File: src/rtl/jedro_1_mem_arbiter.sv
// Two-requester arbiter (IFU read-only, LSU read/write) sharing one single-port RAM.
// One access granted per cycle; read data returns one cycle later to the issuing port.
module jedro_1_mem_arbiter #(
  parameter int DATA_WIDTH = 32,
  parameter int ADDR_WIDTH = 32,
  parameter int ARB_MODE   = 0
) (
  input  logic                    clk_i,
  input  logic                    rst_i,
  input  logic                    ifu_req_i,
  input  logic [ADDR_WIDTH-1:0]   ifu_addr_i,
  output logic                    ifu_gnt_o,
  output logic                    ifu_rvalid_o,
  output logic [DATA_WIDTH-1:0]   ifu_rdata_o,
  input  logic                    lsu_req_i,
  input  logic                    lsu_we_i,
  input  logic [DATA_WIDTH/8-1:0] lsu_be_i,
  input  logic [ADDR_WIDTH-1:0]   lsu_addr_i,
  input  logic [DATA_WIDTH-1:0]   lsu_wdata_i,
  output logic                    lsu_gnt_o,
  output logic                    lsu_rvalid_o,
  output logic [DATA_WIDTH-1:0]   lsu_rdata_o,
  output logic                    mem_en_o,
  output logic [DATA_WIDTH/8-1:0] mem_we_o,
  output logic [ADDR_WIDTH-1:0]   mem_addr_o,
  output logic [DATA_WIDTH-1:0]   mem_wdata_o,
  input  logic [DATA_WIDTH-1:0]   mem_rdata_i,
  output logic [1:0]              dbg_resp_owner_o  // 0 = NONE, 1 = IFU, 2 = LSU
);

  // Handshake: a requester holds req/addr/wdata stable until its gnt is high in the
  // same cycle; the access is taken at that clock edge and read data is valid (rvalid)
  // exactly one cycle later. No backpressure exists on the response side.

  typedef enum logic [1:0] {
    OWN_NONE = 2'd0,
    OWN_IFU  = 2'd1,
    OWN_LSU  = 2'd2
  } owner_e;

  owner_e                resp_owner;
  logic                  rr_last_lsu;
  logic [DATA_WIDTH-1:0] ifu_hold;
  logic [DATA_WIDTH-1:0] lsu_hold;

  // On conflict, round-robin favours whoever did not win last; fixed mode favours LSU.
  always_comb begin
    ifu_gnt_o = 1'b0;
    lsu_gnt_o = 1'b0;
    if (!rst_i) begin
      if (ifu_req_i && lsu_req_i) begin
        if ((ARB_MODE != 0) || !rr_last_lsu) lsu_gnt_o = 1'b1;
        else                                 ifu_gnt_o = 1'b1;
      end else begin
        ifu_gnt_o = ifu_req_i;
        lsu_gnt_o = lsu_req_i;
      end
    end
  end

  always_comb begin
    mem_en_o    = ifu_gnt_o | lsu_gnt_o;
    mem_we_o    = (lsu_gnt_o && lsu_we_i) ? lsu_be_i : '0;
    mem_addr_o  = '0;
    mem_wdata_o = '0;
    if (lsu_gnt_o) begin
      mem_addr_o  = lsu_addr_i;
      mem_wdata_o = lsu_wdata_i;
    end else if (ifu_gnt_o) begin
      mem_addr_o  = ifu_addr_i;
    end
  end

  always_ff @(posedge clk_i or posedge rst_i) begin
    if (rst_i) begin
      resp_owner  <= OWN_NONE;
      rr_last_lsu <= 1'b1;
      ifu_hold    <= '0;
      lsu_hold    <= '0;
    end else begin
      if (resp_owner == OWN_IFU) ifu_hold <= mem_rdata_i;
      if (resp_owner == OWN_LSU) lsu_hold <= mem_rdata_i;
      if (ifu_gnt_o) begin
        resp_owner  <= OWN_IFU;
        rr_last_lsu <= 1'b0;
      end else if (lsu_gnt_o) begin
        // Writes finish at the grant edge and never produce a response.
        resp_owner  <= lsu_we_i ? OWN_NONE : OWN_LSU;
        rr_last_lsu <= 1'b1;
      end else begin
        resp_owner  <= OWN_NONE;
      end
    end
  end

  assign ifu_rvalid_o     = (resp_owner == OWN_IFU);
  assign lsu_rvalid_o     = (resp_owner == OWN_LSU);
  assign ifu_rdata_o      = ifu_rvalid_o ? mem_rdata_i : ifu_hold;
  assign lsu_rdata_o      = lsu_rvalid_o ? mem_rdata_i : lsu_hold;
  assign dbg_resp_owner_o = resp_owner;

endmodule

File: config.mk
export PLATFORM = sky130hd
export DESIGN_NAME = jedro_1_mem_arbiter
export DESIGN_NICKNAME = d
export VERILOG_FILES = /design/src/rtl/jedro_1_mem_arbiter.sv
export SDC_FILE = /design/constraint.sdc
export NUM_CORES = 1
export LEC_CHECK = 0
export CELL_PAD_IN_SITES_DETAIL_PLACEMENT = 1
export CELL_PAD_IN_SITES_GLOBAL_PLACEMENT = 2
export CORE_UTILIZATION = 19
export DETAILED_ROUTE_END_ITERATION = 12
export GPL_TIMING_DRIVEN = 0
export PLACE_DENSITY = 0.95
export SLEW_MARGIN = 20
export SYNTH_ARGS = -nofsm -noshare
export SYNTH_HDL_FRONTEND = slang
export SYNTH_SLANG_ARGS = --single-unit
export TNS_END_PERCENT = 1
File: constraint.sdc
create_clock -name clk_i -period 8.58 [get_ports clk_i]
set_input_delay 1.716 -clock clk_i [delete_from_list [all_inputs] [get_ports clk_i]]
set_output_delay 1.716 -clock clk_i [all_outputs]
set_load 0.05 [all_outputs]
* Word level (Yosys, flattened, before mapping)
Cells that the tools add are included.
Widths: inputs -> output; s select.
** Word-level totals
- Register bits :: 67
- Bits in latches :: 0
- Memory bits (writable) :: 0
- Memory bits (read-only) :: 0
- Input bits :: 137
- Output and inout port bits :: 139
- Logic and storage cells :: 27
- Memories :: 0
** Operators by class
- Add/subtract/negate cells :: 0
- $mul :: 0
- Divide/modulo/power cells :: 0
- Order comparisons :: 0
- Eq/ne operators :: 2
- Shifts and indexed selects :: 0
- Muxes and demuxes :: 17
- Bitwise operators :: 1
- Reduce and logical (&&, ||, !) cells :: 3
** Operators with widths (number)
- $mux 32 :: 5
- $mux 1 :: 8
- $mux 2 :: 3
- $mux 4 :: 1
- $eq 2x1->1 const B :: 1
- $eq 2x2->1 const B :: 1
- $logic_and 1x1->1 :: 2
- $reduce_bool 2->1 :: 1
- $or 1x1->1 :: 1

* Depth between registers and ports, before layout
- Depth in word-level cells :: 5
- Gate-level depth with buffers :: 6
- Mapped depth without buffers :: 3

* Worst setup path after synthesis
OpenSTA, ideal clock, no wires.
- Kind :: in2out
- Start :: in rst_i
- End :: out mem_wdata_o[18]
- Arrival time :: 3.807 ns
- Required time :: 6.864 ns
- Slack :: 3.057 ns
- Cell stages on the path :: 5
- Buffers on the path :: 2
- Cells stage by stage :: buf_4 -> inv_2 -> and3_4 -> buf_2 -> and2_1
** On the way
- Longest elaborated chain between the ends :: 2
** Ends and longest elaborated chain
- from (decl) :: line 9 : input logic rst_i,
- $mux 1 :: line 50 : if (!rst_i) begin
- via lsu_gnt_o :: line 20 : output logic lsu_gnt_o,
- $mux 32 :: line 66 : if (lsu_gnt_o) begin
- to (decl) :: line 26 : output logic [DATA_WIDTH-1:0] mem_wdata_o,
The timed path passes the listed nets, and every way through them passes these cells.

* Worst setup path in the final report
- Start :: in rst_i
- End :: out mem_wdata_o[28]
** On the way
- Longest elaborated chain between the ends :: 2
** Ends and longest elaborated chain (line)
- $mux 1 :: 50
- $mux 32 :: 66
Every way passes these cells.

==> impl_metrics.toml <==
[outcome]
status = "completed"

[yosys]
synth.net_count = 410
muxShareOfSynthArea = 0.2152
synth_compound_area_frac = 0.09003
synth_cell_type_count = 21
yosys.area_share.adder = 0
synth_top_family_by_area = "multiplexers"
synth_simple_gate_area_frac = 0.1341
yosysSeqAreaShare = 0.5009
ys.warnings.count = 0
postSynthCellCount = 273
synth-seq-cells = 67
avgSynthCellArea_um2 = 12.27
synth_xor_area_frac = 0
syn_area_mm2 = 0.003349

[hold_path]
holdCritPathClass = "reg -> reg"
hold-path-endpoint = "ifu_hold[8]"
min-delay-start = "ifu_hold[8]"
whs_path_depth = 1

[cells_and_area]
drive_gt1_frac = 0.1103
area_growth_pct = 99.14
num_antenna_cells = 0
fin_nets = 694
mostFrequentLayoutCells = "273 x clkdlybuf4s50_1, 66 x dfrtp_1, 64 x mux2_1, 34 x nor2_1, 32 x a32oi_1"
final_common_cell = "clkdlybuf4s50_1"
final_cell_area_mm2 = 0.006670

[critical_path]
endpoint_kind = "output port"
worstPathMaxFanout = 69
r2r_cells = 4
critPathArrivalTime_ns = 4.10
rr_endpoint = "ifu_hold[2]"
critPathLaunchType = "input pin"
ff2ff_setup_slack_ns = 7.15
cp.required_ns = 6.86
criticalPathCategory = "in -> out"
reg2reg_from = "dbg_resp_owner_o[0]"

[grt]
grt_overflow = 0
grt_pass1_wl_um = 20310
grt_usage = 0.1442
antenna_found_initial = 0
grt_max_degree = 70
grt_pass1_vias = 3755

[sta]
post-route-period-util = 0.6781
fin_skew_ns = 0.005842
fin_crit_ns = 5.818
final_hold_viol_count = 0
rsz0062_at_grt = "no"
setup_tns_ns = 0
setup_viol = 0
max_freq_mhz = 171.9
tightest_slew_ns = 0.8651
drv_slew = 0
relSlewSlack = 0.4233

[floorplanning]
die_w_um = 134.8
initial_core_util = 0.1943
die_h_um = 134.8
pin_count = 276
die-area_mm2 = 0.01816
core-area_mm2 = 0.01724
std_cell_rows = 48

[cts]
clkSlewWorstSetupHoldPaths_ns = 0.05
h-tree-depth = 3
clkSinkCount = 67
cts_inserted_buffers = 9
clkLatencyLatePin_ns = 0.33
cts_tree = "yes"
postCtsSetupRepairBufs = 0
cts_resized = 0
hold_buffers = 0
cts_buffer_depth = 2
root_buffer = "clkbuf_16"

[drt]
vias_per_cell = 4.295
routedWlPerCell_um = 17.00
first_pass_iters = 4
drc = 0
totalWireLength_um = 13380
antenna_left = 0
num_vias = 3380
drtIter0Drc = 73

[place]
io_buffers = 273
placed_area_mm2 = 0.006366
dp.final_hpwl_um = 10660
gp_congestion = 0.8023

[flow_run]
cap_violations = 0

[power_and_ir_drop]
clockPowerShare = 0.234
leakage_nw = 2.645
p_switching_mw = 0.6712
ir_worst_vdd_uv = 139.5
p_seq_frac = 0.263
pwr-share-comb = 0.503
p_sw_frac = 0.4228
powerDensity_mw_per_mm2 = 238.0
p_int_mw = 0.9163
[through the flow]
stage	total power [mW]	hold WS [ns]	instances	utilization	worst slack (ns)
floorplan	0.9214	0.4818	273	-	3.057
global placement	1.204	0.4655	771	0.3692	2.277
detailed placement	1.227	0.4694	771	0.3693	2.684
CTS	1.614	0.4853	787	0.3870	2.681
global route	1.660	0.5074	787	0.3870	2.573
finish	1.588	0.4808	787	0.3870	2.762
[cell type report]
type,count,area (um^2)
inverter,3,13.76
timing repair buffer,273,2733
tap,225,281.5
clock buffer,10,239.0
fill,1864,10570
sequential,67,1678
clock inverter,6,65.06
buffer,27,188.9
multi-input combinational,176,1471
[sequential cells by signal (all words and copies together), names as in the netlist]
signal            count
rr_last_lsu           1
dbg_resp_owner_o      2
ifu_hold             32
lsu_hold             32
[worst max-delay path, stage by stage]
cell and delay [ns]:
buf_4 0.15, inv_4 0.62, and3_4 0.35, buf_6 0.13, buf_6 0.14, and2_4 0.13
clkdlybuf4s50_1 0.84
[per-layer routing]
layer / wire [um] / up-vias / global-route usage
met5: 0 / - / 0
met3: 876 / 17 / 0.04392
met1: 5338 / 1673 / 0.1625
met2: 6948 / 149 / 0.2595
met4: 218 / 0 / 0.04370
li1: - / 1541 / -
[Yosys cell counts]
cell type	n	share of area
inv_2	2	0.0022
a32oi_1	32	0.084
clkbuf_1	6	0.0067
nor2_1	34	0.038
and2_4	20	0.052
o21ai_0	1	0.0015
a21boi_2	1	0.0034
and3_1	5	0.0093
buf_6	9	0.030
buf_2	10	0.015
inv_1	1	0.0011
nand2b_1	2	0.0037
and2_1	12	0.022
buf_4	2	0.0045
and3_4	1	0.0034
dfstp_2	1	0.0078
nor2b_1	2	0.0037
o21ai_1	1	0.0015
nand2_1	1	0.0011
mux2_1	64	0.22
dfrtp_1	66	0.49
[power by group through the flow]
stage / registers (mW) / logic [mW] / clock network, mW
after CTS: 0.418 / 0.806 / 0.389
after floorplan: 0.416 / 0.506 / 0
after global placement: 0.417 / 0.787 / 0
after detailed placement: 0.424 / 0.803 / 0
after global routing: 0.427 / 0.831 / 0.402
final: 0.417 / 0.799 / 0.371
[worst max-delay path by stage]
stage               depth (start not counted)               to  slack [ns]  startpoint
floorplan                                   5  mem_wdata_o[18]        3.06       rst_i
global placement                            7  mem_wdata_o[28]        2.28       rst_i
detailed placement                          7  mem_wdata_o[28]        2.68       rst_i
CTS                                         7  mem_wdata_o[28]        2.68       rst_i
global route                                7  mem_wdata_o[28]        2.57       rst_i
finish                                      7  mem_wdata_o[28]        2.76       rst_i
[cell families (layout without fill, tap and decap cells)]
logic type / after synthesis / after routing
compound gates: 35 / 35
buf+inv: 30 / 319
flops: 67 / 67
mux: 64 / 64
simple gates: 77 / 77
Power figures use the tool's default switching activity.
